## src/rtl/ltssm_main_sequencer.sv

```systemverilog
// Top-level link-training sequencer: issues substate requests to the RX/TX sub-LTSSMs,
// reconciles their finish reports, and tracks retries, skew timeout and link-up.
module ltssm_main_sequencer #(
    parameter int unsigned           FAIL_CNT_W  = 3,
    parameter logic [FAIL_CNT_W-1:0] MAX_RETRIES = FAIL_CNT_W'(4),
    parameter logic [7:0]            SKEW_MAX    = 8'd200
) (
    input  logic                  clk,
    input  logic                  reset,
    input  logic                  link_enable,
    input  logic                  retrain_req,
    input  logic                  rx_finish,
    input  logic [3:0]            rx_exit_to,
    input  logic                  tx_finish,
    input  logic [3:0]            tx_exit_to,
    output logic [3:0]            substate,
    output logic                  link_up,
    output logic                  train_fail,
    output logic [FAIL_CNT_W-1:0] fail_count
);

    localparam logic [3:0] SubPark = 4'hF;
    localparam logic [3:0] SubL0   = 4'd10;

    typedef enum logic [2:0] {StIdle, StPark, StWait, StLinkup, StAbort} state_e;

    state_e                state_q, state_d;
    logic [3:0]            target_q, target_d;
    logic [3:0]            substate_q, substate_d;
    logic                  link_up_q, link_up_d;
    logic                  train_fail_q, train_fail_d;
    logic [FAIL_CNT_W-1:0] fail_count_q, fail_count_d;
    logic                  rx_done_q, rx_done_d, tx_done_q, tx_done_d;
    logic [3:0]            rx_exit_q, rx_exit_d, tx_exit_q, tx_exit_d;
    logic [7:0]            skew_q, skew_d;

    logic                  rx_done_n, tx_done_n;
    logic [3:0]            rx_code, tx_code;
    logic                  decide, success, go_idle;
    logic [FAIL_CNT_W-1:0] fail_next;

    always_comb begin
        state_d      = state_q;
        target_d     = target_q;
        substate_d   = substate_q;
        link_up_d    = link_up_q;
        train_fail_d = train_fail_q;
        fail_count_d = fail_count_q;
        rx_done_d    = rx_done_q;
        tx_done_d    = tx_done_q;
        rx_exit_d    = rx_exit_q;
        tx_exit_d    = tx_exit_q;
        skew_d       = skew_q;
        decide       = 1'b0;
        success      = 1'b0;
        go_idle      = 1'b0;
        fail_next    = fail_count_q + FAIL_CNT_W'(1);
        // A finish in the current cycle counts together with any already recorded one.
        rx_done_n    = rx_done_q | rx_finish;
        tx_done_n    = tx_done_q | tx_finish;
        rx_code      = rx_finish ? rx_exit_to : rx_exit_q;
        tx_code      = tx_finish ? tx_exit_to : tx_exit_q;

        case (state_q)
            StIdle: begin
                substate_d = SubPark;
                link_up_d  = 1'b0;
                if (link_enable) begin
                    state_d  = StPark;
                    target_d = 4'd0;
                end
            end
            StPark: begin
                if (!link_enable) begin
                    go_idle = 1'b1;
                end else if (target_q == SubL0) begin
                    state_d      = StLinkup;
                    substate_d   = SubL0;
                    link_up_d    = 1'b1;
                    fail_count_d = '0;
                end else begin
                    state_d    = StWait;
                    substate_d = target_q;
                end
            end
            StWait: begin
                if (!link_enable) begin
                    go_idle = 1'b1;
                end else begin
                    rx_done_d = rx_done_n;
                    tx_done_d = tx_done_n;
                    rx_exit_d = rx_code;
                    tx_exit_d = tx_code;
                    if (rx_done_n && tx_done_n) begin
                        decide  = 1'b1;
                        // target never exceeds 9 here, so target+1 cannot wrap.
                        success = (rx_code == tx_code) && (rx_code == target_q + 4'd1);
                    end else if (rx_done_q || tx_done_q) begin
                        if (skew_q == SKEW_MAX - 8'd1) begin
                            decide = 1'b1;
                        end else begin
                            skew_d = skew_q + 8'd1;
                        end
                    end else if (rx_done_n || tx_done_n) begin
                        skew_d = 8'd0;
                    end
                end
            end
            StLinkup: begin
                if (!link_enable) begin
                    go_idle = 1'b1;
                end else if (retrain_req) begin
                    state_d    = StPark;
                    target_d   = 4'd0;
                    substate_d = SubPark;
                    link_up_d  = 1'b0;
                end
            end
            StAbort: begin
                substate_d = SubPark;
                if (!link_enable) begin
                    state_d      = StIdle;
                    fail_count_d = '0;
                    train_fail_d = 1'b0;
                end
            end
            default: state_d = StIdle;
        endcase

        if (decide) begin
            state_d    = StPark;
            substate_d = SubPark;
            rx_done_d  = 1'b0;
            tx_done_d  = 1'b0;
            skew_d     = 8'd0;
            if (success) begin
                target_d = target_q + 4'd1;
            end else begin
                target_d     = 4'd0;
                fail_count_d = fail_next;
                if (fail_next == MAX_RETRIES) begin
                    state_d      = StAbort;
                    train_fail_d = 1'b1;
                end
            end
        end

        if (go_idle) begin
            state_d      = StIdle;
            substate_d   = SubPark;
            link_up_d    = 1'b0;
            rx_done_d    = 1'b0;
            tx_done_d    = 1'b0;
            skew_d       = 8'd0;
            fail_count_d = '0;
            train_fail_d = 1'b0;
        end
    end

    always_ff @(posedge clk or negedge reset) begin
        if (!reset) begin
            state_q      <= StIdle;
            target_q     <= 4'd0;
            substate_q   <= SubPark;
            link_up_q    <= 1'b0;
            train_fail_q <= 1'b0;
            fail_count_q <= '0;
            rx_done_q    <= 1'b0;
            tx_done_q    <= 1'b0;
            rx_exit_q    <= 4'd0;
            tx_exit_q    <= 4'd0;
            skew_q       <= 8'd0;
        end else begin
            state_q      <= state_d;
            target_q     <= target_d;
            substate_q   <= substate_d;
            link_up_q    <= link_up_d;
            train_fail_q <= train_fail_d;
            fail_count_q <= fail_count_d;
            rx_done_q    <= rx_done_d;
            tx_done_q    <= tx_done_d;
            rx_exit_q    <= rx_exit_d;
            tx_exit_q    <= tx_exit_d;
            skew_q       <= skew_d;
        end
    end

    assign substate   = substate_q;
    assign link_up    = link_up_q;
    assign train_fail = train_fail_q;
    assign fail_count = fail_count_q;

endmodule

```

## config.mk

```make
export PLATFORM = sky130hd
export DESIGN_NAME = ltssm_main_sequencer
export DESIGN_NICKNAME = d
export VERILOG_FILES = /design/src/rtl/ltssm_main_sequencer.sv
export SDC_FILE = /design/constraint.sdc
export NUM_CORES = 1
export LEC_CHECK = 0
export ABC_CLOCK_PERIOD_IN_PS = 2000
export CAP_MARGIN = 40
export CORE_UTILIZATION = 50
export CTS_CLUSTER_SIZE = 8
export DETAILED_ROUTE_END_ITERATION = 16
export PLACE_DENSITY = 0.76
export SETUP_SLACK_MARGIN = 0.3
export SYNTH_ARGS = -nofsm -noshare
export SYNTH_HDL_FRONTEND = slang
export SYNTH_SLANG_ARGS = --single-unit
```

## constraint.sdc

```tcl
create_clock -name clk -period 2 [get_ports clk]
set_input_delay 0.3 -clock clk [delete_from_list [all_inputs] [get_ports clk]]
set_output_delay 0.3 -clock clk [all_outputs]
set_load 0.03 [all_outputs]
```

==> metrics.cfg, run 1 <==
[placed_design]
place_area_um2=2400
dp_hpwl_um=3110
gp_congestion=0.778
post-place-ws_ns=-0.355
port_buffers=22

[global_routing]
grtUsageTotal_pct=23.4
antenna_found_initial=0
grt_pass1_wl_um=7320
grt_max_degree=35
grt_pass1_vias=1695
grt-ovfl-total=0

[drt]
antenna_left=0
vias=1652
drtIter0Drc=50
drt-pass1-iter-count=5
wl_per_cell_um=15.8
drc=0
via_per_inst=5.64
finalWirelength_um=4630

[floorplan]
rows=22
die_height_um=64.1
die_area_um2=4110
io_pins=23
core_um2=3690
start_util_pct=52.2
dieWidth_um=64.1

[sta]
worstMarginPinSlew_ns=0.457
fin_hold_ws_ns=0.414
final_hold_viol_count=0
finalCritPeriodShare_pct=97.3
setup_violations=0
setup_ws_ns=0.0533
drv_slew=0
maxSlewHeadroom_pct=69.5
grt_setup_unrepaired=true
fin_skew_ns=0.00965
max_freq_mhz=514
period_needed_ns=1.95

[yosys]
synthArstFlopShare_pct=100
yosys_warnings=0
synth_flop_cell=dfrtp_1
syn_area_um2=1930
yosysUniqueCellTypes=50
synth_nets=204
synth-seq-area-share_pct=44.4
netlist_instances=185
synth-edff-count=0
ys_seq_elements=34
syn_area_per_cell_um2=10.4

[clock_network]
path_clk_slew_ns=0.07
cts_max_path_buffers=2
htree_levels=2
clock-sinks=34
clockRootBuffer=clkbuf_8
cts-buffers-inserted=5
tritoncts=yes
clock_latency_ns=0.29

[power]
p_leak_nw=1.15
p_per_area_nw_per_um2=715
max-vdd-ir-drop_uv=478
power_mw=1.96

[setup_path]
startpoint_type=register
path_max_fanout=6
reg2reg_to=train_fail
cp-end-kind=register
crit_arrival_ns=2.18
slowest_delay_ns=0.44
crit_slowest_cell=dfrtp_1
required_ns=2.24
rr_worst_depth=6
r2r-start=skew_q[2]
crit_type=register to register
r2r_setup_slack_ns=0.05
path_cells=nor3b_2 > a31oi_4 > nor3_4 > o31ai_4 > a211oi_2 > o22a_2

[finish]
antenna_cells=0
drive_gt1_share_pct=41.6
n_fill_cell=253
final_area_um2=2740
syn2layout_area_growth_pct=42.3
nets=263

[worst_hold_path]
holdCritPathClass=input port to asynchronous set/reset pin

[run]
cap_viol_max_count=0

[outcome]
outcome=finished clean

## worst max-delay path by stage
stage	slack (ns)	start	to
finish	0.05	skew_q[2]	train_fail
global route	-0.02	skew_q[2]	train_fail
CTS	0.1	target_q[0]	state_q[0]
detailed placement	-0.36	rx_finish	state_q[0]
global placement	-0.25	rx_finish	state_q[2]
floorplan	0.25	target_q[1]	state_q[2]
## worst max-delay path, delay by kind of cell (launching register included)
family,cells,cell delay [ns]
simple gates,2,0.68
flops,1,0.44
compound gates,4,0.77
## registers in the layout, summed over array words and instances, names as in the netlist
signal / flops
link_up: 1
rx_done_q: 1
substate: 4
target_q: 4
state_q: 3
train_fail: 1
tx_exit_q: 4
tx_done_q: 1
skew_q: 8
fail_count: 3
rx_exit_q: 4
## area by class of cell
class	count	area (µm²)	area share, %
multi-input cells	139	1210	44.1
clock buffers	7	86.3	3.15
repair buffers	57	497	18.1
inverters	7	26.3	0.958
clock inverters	1	5.00	0.183
well taps	48	60.1	2.19
flip-flops and latches	34	858	31.3
## cells by family after synthesis
logic type	after synthesis	share of synthesized area (%)
xor+xnor	9	4.09
compound gates	35	14.0
flops	34	44.4
buf+inv	12	3.12
simple gates	73	21.6
mux	17	9.48
fa+ha+maj	5	3.25
## cells in the final DEF (no fill, tap or decap), types with 3 or more instances in the layout
cell,synthesis,final
dfstp_2,4,4
nor3_2,1,3
or2_2,4,4
nor2_1,18,14
inv_1,7,6
nor2_2,0,3
xor2_1,7,6
clkdlybuf4s50_1,0,14
a21oi_1,5,5
clkbuf_8,0,6
o21ai_1,0,7
mux2i_2,1,6
buf_6,1,5
nand2_1,14,14
mux2_2,7,7
o22a_1,3,3
dfrtp_1,30,28
mux2i_1,9,4
dlygate4sd2_1,0,6
and3_1,4,3
buf_4,1,30
nand4_1,7,7
## metrics by stage
stage	setup TNS, ns	utilization [%]	cells
floorplan	0	-	185
finish	0	74.3	293
global placement	-4.08	65.0	273
CTS	0	70.8	290
global route	-0.0631	74.3	293
detailed placement	-5.17	65.0	273
## where the power goes
| part | switching [mW] | internal (mW) | leakage, nW |
|---|---|---|---|
| Clock | 0.250 | 0.278 | 0.0482 |
| Combinational | 0.283 | 0.284 | 0.663 |
| Sequential | 0.0722 | 0.793 | 0.438 |
## repair_timing
action	CTS	global route
setup endpoints to repair	29	25
gates resized for setup	31	23
pin swaps	21	20
hold buffers	0	0
gates cloned	0	0
buffers inserted	9	3
## cells in the mapped netlist (2+ instances only)
cell type	instances	share of area (%)
xor2_1	7	3.2
nor2b_1	2	0.65
a21oi_1	5	1.3
xnor2_1	2	0.91
and2_1	2	0.65
nand3_1	2	0.52
nor3b_1	3	1.2
dfstp_2	4	5.5
nand2_1	14	2.7
ha_1	5	3.2
nand4_1	7	2.3
nand2b_1	2	0.65
mux2i_1	9	4.7
mux2_2	7	4.1
nor3_1	5	1.3
o21ai_0	10	2.6
inv_1	7	1.4
a31oi_1	2	0.65
or2_2	4	1.3
dfrtp_1	30	39
nor2_1	18	3.5
buf_2	2	0.52
o22a_1	3	1.4
nand2b_4	2	1.4
o22a_2	2	1.0
nor4_1	2	0.65
and3_1	4	1.3
## per-layer routing
layer,vias up,track usage [%],wire length (µm)
met1,811,26.4,1910
li1,786,-,-
met3,12,6.07,171
met2,43,40.6,2450
met4,0,11.9,99
met5,-,0,0
Note: power is estimated with default switching activity, not from simulation.
==> inputs of run 2 (changes only) <==
Settings changed: CORE_MARGIN set to 2, CTS_CLUSTER_DIAMETER set to 60, REMOVE_ABC_BUFFERS set to 1.
==> metrics.cfg, run 2 (same netlist as run 1, synthesis figures left out) <==
[finish]
syn2layout_area_growth_pct=43.4
largest-register=skew_q
drive_gt1_share_pct=42.6  ; +0.99 points
n_fill_cell=245  ; -3.2%
nets=263  ; unchanged
fin_util_pct=74.9  ; +0.58 points
antenna_cells=0  ; unchanged
largest_reg_flops=8  ; unchanged
fin_cells=292  ; -0.34%
layout_common_cells=25 x dfrtp_1, 25 x buf_4, 14 x nand2_1, 13 x nor2_1, 12 x clkdlybuf4s50_1

[clock_network]
cts_max_path_buffers=2  ; unchanged
clockRootBuffer=clkbuf_8
path_clk_slew_ns=0.07  ; about the same
clock_latency_ns=0.29  ; about the same
tritoncts=yes
clock-sinks=34  ; unchanged
htree_levels=2  ; unchanged
cts-buffers-inserted=5  ; unchanged

[power]
max-vdd-ir-drop_uv=528  ; +11%
power_mw=1.91  ; -2.8%
p_leak_nw=1.17  ; +1.9%
p_per_area_nw_per_um2=690  ; -3.6%

[setup_path]
required_ns=2.18  ; -0.06 ns
path_max_fanout=5  ; -1
rr_worst_depth=8  ; +2
crit_type=register to register
r2r_setup_slack_ns=0.009  ; -0.04 ns
cp-end-kind=register
startpoint_type=register
r2r-start=target_q[1]
crit_arrival_ns=2.17  ; about the same
reg2reg_to=fail_count[2]

[drt]
drc=0  ; unchanged
wl_per_cell_um=17.0  ; +7.7%
finalWirelength_um=4970  ; +7.3%
drt-pass1-iter-count=4  ; -1
antenna_left=0  ; unchanged
vias=1709  ; +3.5%
via_per_inst=5.85  ; +3.8%
drtIter0Drc=84  ; +68%

[sta]
drv_slew=0  ; unchanged
maxSlewHeadroom_pct=69.6  ; +0.14 points
final_hold_viol_count=0  ; unchanged
setup_violations=0  ; unchanged
worstMarginPinSlew_ns=0.453  ; -0.00413 ns
fin_skew_ns=0.00632  ; -0.00333 ns
period_needed_ns=1.99  ; +0.0443 ns
max_freq_mhz=502  ; -2.2%
finalCritPeriodShare_pct=99.5  ; +2.2 points
setup_ws_ns=0.00902  ; -0.0443 ns
grt_setup_unrepaired=true

[placed_design]
gp_congestion=0.815  ; +4.8%
dp_cells=271  ; -0.73%
port_buffers=22  ; unchanged
post-place-ws_ns=-0.371  ; -0.0159 ns
dp_hpwl_um=3030  ; -2.6%

[floorplan]
die_height_um=66.1  ; +3.1%
start_util_pct=52.2  ; unchanged
dieWidth_um=66.1  ; +3.1%
die_area_um2=4370  ; +6.3%
core_um2=3690  ; unchanged
io_pins=23  ; unchanged
rows=22  ; unchanged

[global_routing]
grt_pass1_vias=1779  ; +5.0%
grt-ovfl-total=0  ; unchanged
grt_max_degree=35  ; unchanged
grt_pass1_wl_um=8250  ; +13%
antenna_found_initial=0  ; unchanged
grtUsageTotal_pct=25.5  ; +2.1 points

[outcome]
outcome=finished clean

[run]
cap_viol_max_count=0  ; unchanged

[worst_hold_path]
holdCritPathClass=input port to asynchronous set/reset pin

-- run 2: changes by cell type in the layout (fill, tap and decap cells not counted), sizes merged --
cell / before / now
clkbuf: 7 / 8
clkinv: 1 / 0
dlymetal6s2s: 1 / 3
clkdlybuf4s50: 14 / 12
dlygate4sd2: 6 / 5
-- run 2: stage by stage --
stage               setup TNS [ns]  hold slack [ns]  area, µm²
floorplan                        0          0.00441       1890
global placement             -4.80            0.473       2330
detailed placement           -6.47            0.487       2330
CTS                              0            0.433       2660
global route                -0.388            0.453       2760
finish                           0            0.417       2760
-- run 2: how the worst max path moves through the flow --
| stage | slack, ns | start | depth (start not counted) | to |
|---|---|---|---|---|
| floorplan | 0.12 | target_q[0] | 7 | state_q[2] |
| global placement | -0.31 | rx_finish | 7 | state_q[2] |
| detailed placement | -0.37 | rx_finish | 8 | fail_count[1] |
| CTS | 0.13 | target_q[1] | 8 | target_q[2] |
| global route | -0.06 | target_q[0] | 8 | fail_count[2] |
| finish | 0.009 | target_q[1] | 8 | fail_count[2] |
-- run 2: worst max-delay path: stages, from the launching register on --
cell     delay, ns
dfrtp_2       0.45
buf_6         0.13
ha_4          0.22
nor3_2        0.21
o22ai_4       0.13
o31ai_4       0.36
buf_4         0.17
a21oi_1       0.04
a31o_1        0.18
-- run 2: power by group --
group / total [mW] / internal, mW / switching, mW / leakage [nW]
Combinational: 0.569 / 0.286 / 0.283 / 0.699
Sequential: 0.870 / 0.794 / 0.0753 / 0.433
Clock: 0.467 / 0.239 / 0.228 / 0.0383
-- run 2: area by class of cell --
cell class / count / area (µm²) / area share (%)
clock buffer: 7 / 76.3 / 2.76
inverter: 7 / 26.3 / 0.951
multi-input combinational: 139 / 1220 / 44.2
sequential: 34 / 862 / 31.2
tap: 48 / 60.1 / 2.17
timing repair buffer: 57 / 518 / 18.8
-- run 2: what timing repair did --
action / 4_1_cts / 5_1_grt
hold buffers: 0 / 0
hold endpoints to repair: 0 / 0
gates resized for setup: 48 / 21
setup endpoints to repair: 29 / 29
buffers inserted: 10 / 4
pin swaps: 24 / 12
cloned: 0 / 0
-- run 2: per-layer routing --
metal	GRT usage [%]	part of all wire (%)	wire length, µm	vias to the layer above
li1	-	-	-	785
met1	28.5	39	1940	845
met2	45.4	54	2700	70
met3	7.84	5.2	260	9
met4	9.18	1.5	76	0
met5	0	0	0	-
==> inputs of run 3 (changes only) <==
Settings changed: CTS_CLUSTER_DIAMETER 60 to not set.
==> results of run 3 <==
The final DEF is identical to that of run 2; final timing and power are the same.
